File: config.mk
export PLATFORM = sky130hd
export DESIGN_NAME = dsp_share_arb
export DESIGN_NICKNAME = d
export VERILOG_FILES = /design/src/rtl/dsp_share_arb.sv
export SDC_FILE = /design/constraint.sdc
export NUM_CORES = 1
export LEC_CHECK = 0
export ABC_CLOCK_PERIOD_IN_PS = 5320
export BUFFER_PORTS_ARGS = -buffer_cell sky130_fd_sc_hd__buf_2
export CAP_MARGIN = 15
export CELL_PAD_IN_SITES_DETAIL_PLACEMENT = 1
export CELL_PAD_IN_SITES_GLOBAL_PLACEMENT = 2
export CORE_AREA = 2 2 276 278
export CTS_CLUSTER_DIAMETER = 30
export DETAILED_ROUTE_END_ITERATION = 16
export DIE_AREA = 0 0 278 280
export PLACE_DENSITY = 0.6
export SLEW_MARGIN = 20
export SYNTH_ARGS = -nofsm -noshare
export SYNTH_HDL_FRONTEND = slang
export SYNTH_SLANG_ARGS = --single-unit
File: constraint.sdc
create_clock -name clk -period 5.32 [get_ports clk]
set_input_delay 0.798 -clock clk [delete_from_list [all_inputs] [get_ports clk]]
set_output_delay 0.798 -clock clk [all_outputs]
set_load 0.01 [all_outputs]
File: src/rtl/dsp_share_arb.sv
// Round-robin time-sharing of one DSP48E1 multiply-add slice among N_REQ requesters.
// Operands are registered onto the slice; an ID tag pipe tracks each in-flight result.
module dsp_share_arb #(
    parameter int N_REQ = 4,
    parameter int LAT   = 3,
    parameter int IDW   = (N_REQ > 1) ? $clog2(N_REQ) : 1
) (
    input  logic                 clk,
    input  logic                 rst,
    input  logic [N_REQ-1:0]     req_valid,
    output logic [N_REQ-1:0]     req_ready,
    input  logic [N_REQ*30-1:0]  req_a,
    input  logic [N_REQ*18-1:0]  req_b,
    input  logic [N_REQ*48-1:0]  req_c,
    input  logic [N_REQ*25-1:0]  req_d,
    output logic [29:0]          dsp_a,
    output logic [17:0]          dsp_b,
    output logic [47:0]          dsp_c,
    output logic [24:0]          dsp_d,
    output logic                 dsp_ce,
    output logic                 dsp_rst,
    input  logic [47:0]          dsp_p,
    output logic                 rsp_valid,
    output logic [IDW-1:0]       rsp_id,
    output logic [47:0]          rsp_p,
    input  logic                 rsp_ready
);

    localparam logic [0:0] ST_INIT = 1'b0;
    localparam logic [0:0] ST_RUN  = 1'b1;
    localparam int         CW      = $clog2(LAT + 1) + 1;

    logic [0:0]     state_reg;
    logic [CW-1:0]  init_cnt_reg;
    logic [IDW-1:0] ptr_reg;
    logic [IDW-1:0] ptr_next;
    logic           tag_valid_reg [0:LAT];
    logic [IDW-1:0] tag_id_reg    [0:LAT];

    logic [29:0]    dsp_a_reg;
    logic [17:0]    dsp_b_reg;
    logic [47:0]    dsp_c_reg;
    logic [24:0]    dsp_d_reg;

    logic           ce;
    logic           grant_found;
    logic           transfer;
    logic [IDW-1:0] winner;
    logic [IDW:0]   cand;

    // Slice is held in reset and clocked through INIT so its pipeline registers flush.
    always_ff @(posedge clk) begin
        if (rst) begin
            state_reg    <= ST_INIT;
            init_cnt_reg <= '0;
        end else if (state_reg == ST_INIT) begin
            if (init_cnt_reg == CW'(LAT)) begin
                state_reg <= ST_RUN;
            end else begin
                init_cnt_reg <= init_cnt_reg + CW'(1);
            end
        end
    end

    assign rsp_valid = tag_valid_reg[LAT];
    assign rsp_id    = tag_id_reg[LAT];
    assign rsp_p     = dsp_p;
    assign dsp_rst   = (state_reg == ST_INIT);
    assign ce        = (state_reg == ST_INIT) ? 1'b1 : !(rsp_valid && !rsp_ready);
    assign dsp_ce    = ce;

    // Rotating priority search starting at ptr_reg, wrapping modulo N_REQ.
    always_comb begin
        winner      = '0;
        grant_found = 1'b0;
        cand        = '0;
        for (int i = 0; i < N_REQ; i++) begin
            cand = {1'b0, ptr_reg} + (IDW+1)'(i);
            if (cand >= (IDW+1)'(N_REQ)) begin
                cand = cand - (IDW+1)'(N_REQ);
            end
            if (!grant_found && req_valid[cand[IDW-1:0]]) begin
                grant_found = 1'b1;
                winner      = cand[IDW-1:0];
            end
        end
    end

    assign transfer = (state_reg == ST_RUN) && ce && grant_found;
    assign ptr_next = (winner == IDW'(N_REQ - 1)) ? '0 : winner + IDW'(1);

    generate
        for (genvar gi = 0; gi < N_REQ; gi++) begin : g_ready
            assign req_ready[gi] = transfer && (winner == IDW'(gi));
        end
    endgenerate

    always_ff @(posedge clk) begin
        if (rst) begin
            ptr_reg <= '0;
        end else if (transfer) begin
            ptr_reg <= ptr_next;
        end
    end

    always_ff @(posedge clk) begin
        if (rst) begin
            dsp_a_reg <= '0;
            dsp_b_reg <= '0;
            dsp_c_reg <= '0;
            dsp_d_reg <= '0;
        end else if (transfer) begin
            dsp_a_reg <= req_a[winner*30 +: 30];
            dsp_b_reg <= req_b[winner*18 +: 18];
            dsp_c_reg <= req_c[winner*48 +: 48];
            dsp_d_reg <= req_d[winner*25 +: 25];
        end
    end

    assign dsp_a = dsp_a_reg;
    assign dsp_b = dsp_b_reg;
    assign dsp_c = dsp_c_reg;
    assign dsp_d = dsp_d_reg;

    // Tag pipe mirrors the slice pipeline and freezes with it whenever ce is low.
    always_ff @(posedge clk) begin
        if (rst || (state_reg == ST_INIT)) begin
            tag_valid_reg[0] <= 1'b0;
            tag_id_reg[0]    <= '0;
        end else if (ce) begin
            tag_valid_reg[0] <= transfer;
            tag_id_reg[0]    <= winner;
        end
    end

    generate
        for (genvar gi = 1; gi <= LAT; gi++) begin : g_tag
            always_ff @(posedge clk) begin
                if (rst || (state_reg == ST_INIT)) begin
                    tag_valid_reg[gi] <= 1'b0;
                    tag_id_reg[gi]    <= '0;
                end else if (ce) begin
                    tag_valid_reg[gi] <= tag_valid_reg[gi-1];
                    tag_id_reg[gi]    <= tag_id_reg[gi-1];
                end
            end
        end
    endgenerate

endmodule

## After elaboration in Yosys (flattened, before gate mapping)

Memories as Yosys holds them, arrays and structs flattened.
Index checks and enable logic that the tools add are counted.

- Equality and inequality tests: 4
- Shift operators: 4
- Reductions and logical operators: 18
- Add/subtract/negate cells: 9
- Multiply operators: 4
- Muxes and demuxes: 37
- $lt $le $gt $ge: 8
- Bitwise logic cells: 10

Operator list:

| cell | count |
|---|---|
| 192-bit by 9-bit variable part select with 48-bit output | 1 |
| 120-bit by 8-bit variable part select with 30-bit output | 1 |
| 100-bit by 8-bit variable part select with 25-bit output | 1 |
| 72-bit by 8-bit variable part select with 18-bit output | 1 |
| 2-bit two-way mux | 13 |
| 1-bit two-way mux | 20 |
| 2-bit by 3-bit less-than comparator with 1-bit output (second input constant) | 4 |
| 2-bit by 4-bit multiplier with 6-bit output (second input constant) | 2 |
| 1-bit logical AND | 10 |
| 3-bit greater-or-equal comparator (second input constant) | 3 |
| 1-bit binary-select mux with 2-bit select | 4 |
| 1-bit OR | 8 |
| 2-bit by 1-bit subtractor with 2-bit output (second input constant) | 4 |
| 2-bit by 5-bit multiplier with 7-bit output (second input constant) | 1 |
| 2-bit by 2-bit adder with 3-bit output (second input constant) | 2 |
| 1-bit logical NOT | 5 |
| 2-bit equality test (second input constant) | 2 |
| 2-bit by 2-bit multiplier with 4-bit output (second input constant) | 1 |
| 2-bit by 1-bit adder with 3-bit output (second input constant) | 1 |
| 3-bit by 1-bit adder with 3-bit output (second input constant) | 1 |
| 3-bit by 2-bit equality test with 1-bit output (second input constant) | 1 |
| 2-bit by 3-bit greater-or-equal comparator with 1-bit output (second input constant) | 1 |
| 2-bit by 1-bit adder with 2-bit output (second input constant) | 1 |
| 2-bit by 1-bit equality test with 1-bit output (second input constant) | 1 |
| other kinds (4) | 5 |

- Flip-flop bits (word level): 127
- Word-level logic and storage cells: 103
- Memories kept: 2
- Output and inout bits: 178
- Input port bits: 539
- RAM bits: 12

Memories:

| name | depth | bits a word | rd ports | clocked after memory_dff | wr ports | RTL line | text |
|---|---|---|---|---|---|---|---|
| tag_id_reg | 4 | 2 | 4 | 0 | 4 | 38 | `logic [IDW-1:0] tag_id_reg [0:LAT];` |
| tag_valid_reg | 4 | 1 | 4 | 0 | 4 | 37 | `logic tag_valid_reg [0:LAT];` |

## Depth between registers and ports, before layout

- Depth after elaboration: 16
- Gate-level depth with buffers: 9

## Worst setup path after synthesis

No wires, ideal clock.

- Path type: input port to output port
- Start point: input req_valid[2]
- End point: output req_ready[1]
- Required time: 4.522 ns
- Setup slack: 2.547 ns
- Arrival time: 1.975 ns
- Stages: 7
- Cells stage by stage: nor2b_1 -> o21ai_1 -> o221ai_1 -> buf_2 -> buf_6 -> buf_4 -> nor3_1

- Word-level cells in the longest chain between the ends: 14
- Elaborated cells between the ends (all ways): 25
- Those cells by class: eq/ne: 1; mux: 16; reduce/logical: 8

RTL lines:

| what | RTL line | text |
|---|---|---|
| start: declaration | 10 | `input logic [N_REQ-1:0] req_valid,` |
| 1-bit binary-select mux with 2-bit select | 82 | `if (!grant_found && req_valid[cand[IDW-1:0]]) begin` |
| 1-bit two-way mux (implied by the code) | 82 |  |
| 1-bit two-way mux | 82 |  |
| 1-bit logical NOT | 82 |  |
| 1-bit logical AND | 82 |  |
| 1-bit two-way mux | 82 |  |
| 1-bit logical NOT | 82 |  |
| 1-bit logical AND | 82 |  |
| 1-bit two-way mux | 82 |  |
| 1-bit logical NOT | 82 |  |
| 1-bit logical AND | 82 |  |
| 2-bit two-way mux or 1-bit two-way mux (tied branches) | 82 |  |
| 2-bit by 1-bit equality test with 1-bit output or 1-bit logical AND (tied branches) | 94, 89 |  |
| 1-bit logical AND (*) | 94 | `assign req_ready[gi] = transfer && (winner == IDW'(gi));` |
| end: declaration | 11 | `output logic [N_REQ-1:0] req_ready,` |

Mark *: on every way between the ends. The rest lies on a longest branch, timed or not. The select of a mux whose other input is x is not followed.

## Worst setup path after layout

Same ends and word-level chain as after synthesis.

==> metrics.yaml <==
worst_setup_path:
  startpoint_type: "input port"
  worst-r2r-setup-slack_ps: 2640
  cp.arrival_ps: 2280
  crit_fanout: 65
  path_class: "input port to output port"
  rr_endpoint: "dsp_b[11]"
  reg2reg_depth: 6
  crit_required_ps: 4520
  endpoint_kind: "output port"
  worstSetupEndpoint: "req_ready[1]"
  startpoint: "req_valid[2]"
  r2r-start: "state_reg"
pwr:
  p_int_mw: 2.49
  powerDensity_nw_per_um2: 295
  p_sw_mw: 1.27
  finalPower_mw: 3.77
  leakagePower_nw: 6.06
  ir_worst_vdd_mv: 0.190
  switching_share_pct: 33.8
  clkPwrFrac_pct: 36.6
  seqPwrFrac_pct: 33.3
  combPwrFrac_pct: 30.1
routing:
  avgRoutedWirePerCell_um: 17.6
  viasPerCell: 3.89
  drtAntennaViolNets: 0
  num_vias: 9081
  wirelength_um: 41100
  drcViolationCount: 0
  drtPass1Iterations: 4
  dr.first_iter.drc_count: 244
cts:
  clock_latency_ps: 470
  cts_setup_buffers: 0
  cts_tree: "built"
  cts_resized: 0
  cts_max_level: 4
  numCtsBuffers: 17
  clkTransAtPathRegs_ps: 60
  clock_sinks: 139
  cts_max_path_buffers: 2
  holdBufCountCts: 0
  cts.root.buffer_cell: "clkbuf_16"
global_route:
  grt_use_met3_pct: 3.72
  gr-total-overflow: 0
  grt_max_degree: 123
  use_met1_pct: 10.0
  grt_pass1_wl_um: 60000
  first_global_vias: 9795
  gr-usage-all-layers_pct: 10.2
  use_met2_pct: 18.8
  grt.busiest_layer: "met2"
  antenna_found_initial: 4
finish:
  drive_gt1_share_pct: 58.6
  fin_nets: 1881
  largest_reg_flops: 48
  area_growth_pct: 50.3
  final_core_util_pct: 17.0
synth:
  syn_area_per_cell_um2: 10.3
  ys_ff_latch: 139
  synth_cell_types: 46
  synth-warning-count: 0
  yosysMostFrequentCell: "dfxtp_1"
  yosysSeqAreaShare_pct: 34.2
  netlist_instances: 823
  synthTopCellsByCount: "127 x dfxtp_1, 122 x nand3_1, 121 x mux2i_1"
  ys_top_cells_by_area: "dfxtp_1 30%, mux2i_1 14%, o211ai_2 9.3%"
  syn_nets: 1364
  synth_edf_count: 12
  synth_top_area_share_pct: 29.9
  netlist_area_um2: 8500
  synthArstFlopShare_pct: 0
  synth_flop_cell: "dfxtp_1"
  yosysTopAreaCell: "dfxtp_1"
floorplan:
  die_area_um2: 77800
  rows: 101
  core_area_um2: 75200
  initial_utilization_pct: 11.3
  io_pins: 717
  die_w_um: 278
  die_h_um: 280
placement:
  io_buffers: 620
  place_hpwl_um: 30500
  place_ws_ps: 2060
  gp_congestion: 0.832
timing:
  post-route-period-util_pct: 57.9
  setup_tns_ps: 0
  setup_viol: 0
  worst_pin_slew_ps: 909
  fmax_mhz: 325
  relSlewSlack_pct: 39.4
  finalHoldViolCount: 0
  whs_ps: 483
  setup_ws_ps: 2240
  fin_worst_skew_ps: 17.1
  slew_viol_final: 0
  rsz0062_at_grt: "no"
  final.min_clock_period_ps: 3080
min_path:
  min_path_type: "register to register"
flow_run:
  maxCapViolations: 0
status:
  outcome: "finished, final reports clean"
worst min-delay path by stage:
stage | from | end | slack (ps) | cells after the start
after floorplan | init_cnt_reg[1] | init_cnt_reg[1] | 460 | 2
after global placement | dsp_b[2] | dsp_b[2] | 460 | 2
after detailed placement | dsp_a[10] | dsp_a[10] | 470 | 2
after CTS | dsp_c[0] | dsp_c[0] | 490 | 2
after global routing | req_a[108] | dsp_a[18] | 510 | 3
final | dsp_c[2] | dsp_c[2] | 480 | 2
layout make-up:
cell class | count | area, um^2
inverter | 5 | 18.8
timing repair buffer | 629 | 3250
antenna | 2 | 5.00
clock inverter | 9 | 159
clock buffer | 23 | 489
fill | 8949 | 62400
multi-input combinational | 548 | 4720
sequential | 139 | 2900
tap | 978 | 1220
power by group through the flow:
| stage | combinational (mW) | sequential (mW) | clock, mW |
|---|---|---|---|
| after floorplan | 0.662 | 1.31 | 0 |
| after global placement | 1.14 | 1.28 | 0 |
| after detailed placement | 1.16 | 1.28 | 0 |
| after CTS | 1.16 | 1.26 | 1.46 |
| after global routing | 1.22 | 1.27 | 1.49 |
| final | 1.13 | 1.26 | 1.38 |
cells in the final DEF, fill, tap and decap left out, types with 2 or more instances in the layout:
cell	netlist	layout
a211oi_1	2	2
a21oi_1	3	3
a22oi_1	61	61
a22oi_2	60	60
and3_1	10	10
buf_12	0	6
buf_2	28	620
buf_4	64	3
bufinv_16	0	4
clkbuf_1	18	3
clkbuf_16	0	18
clkbuf_8	0	2
clkinv_4	0	3
dfxtp_1	127	127
diode_2	0	2
edfxtp_1	12	12
ha_1	2	2
inv_1	5	5
mux2i_1	121	121
nand2_1	6	6
nand2b_1	2	2
nand3_1	122	122
nor2_1	8	8
nor2b_1	3	3
nor3_1	3	3
o211ai_1	59	59
o211ai_2	63	62
o21ai_0	3	3
worst max-delay path, cell delays in order:
cell and delay, ps:
buf_2 130, nor2b_1 170, o21ai_1 380, o221ai_4 210, buf_12 230, nor3_1 170
buf_2 160
layer usage:
layer / up-vias / routed length (um)
met5: - / 7
met4: 2 / 1730
met3: 73 / 3090
met2: 455 / 21200
met1: 4362 / 15000
li1: 4189 / -
kinds of logic after synthesis:
| kind of cell | synth area share (%) |
|---|---|
| compound gates | 29.9 |
| simple gates | 10.5 |
| flops | 34.2 |
| buf+inv | 10.8 |
| mux | 14.3 |
| fa+ha+maj | 0.295 |
| xor+xnor | 0.103 |
through the flow:
stage | instance area [um^2] | instances
finish | 12800 | 2333
global route | 12800 | 2333
CTS | 12800 | 2331
detailed placement | 12100 | 2299
global placement | 12100 | 2299
floorplan | 8500 | 823
(Power assumes the default switching activity.)
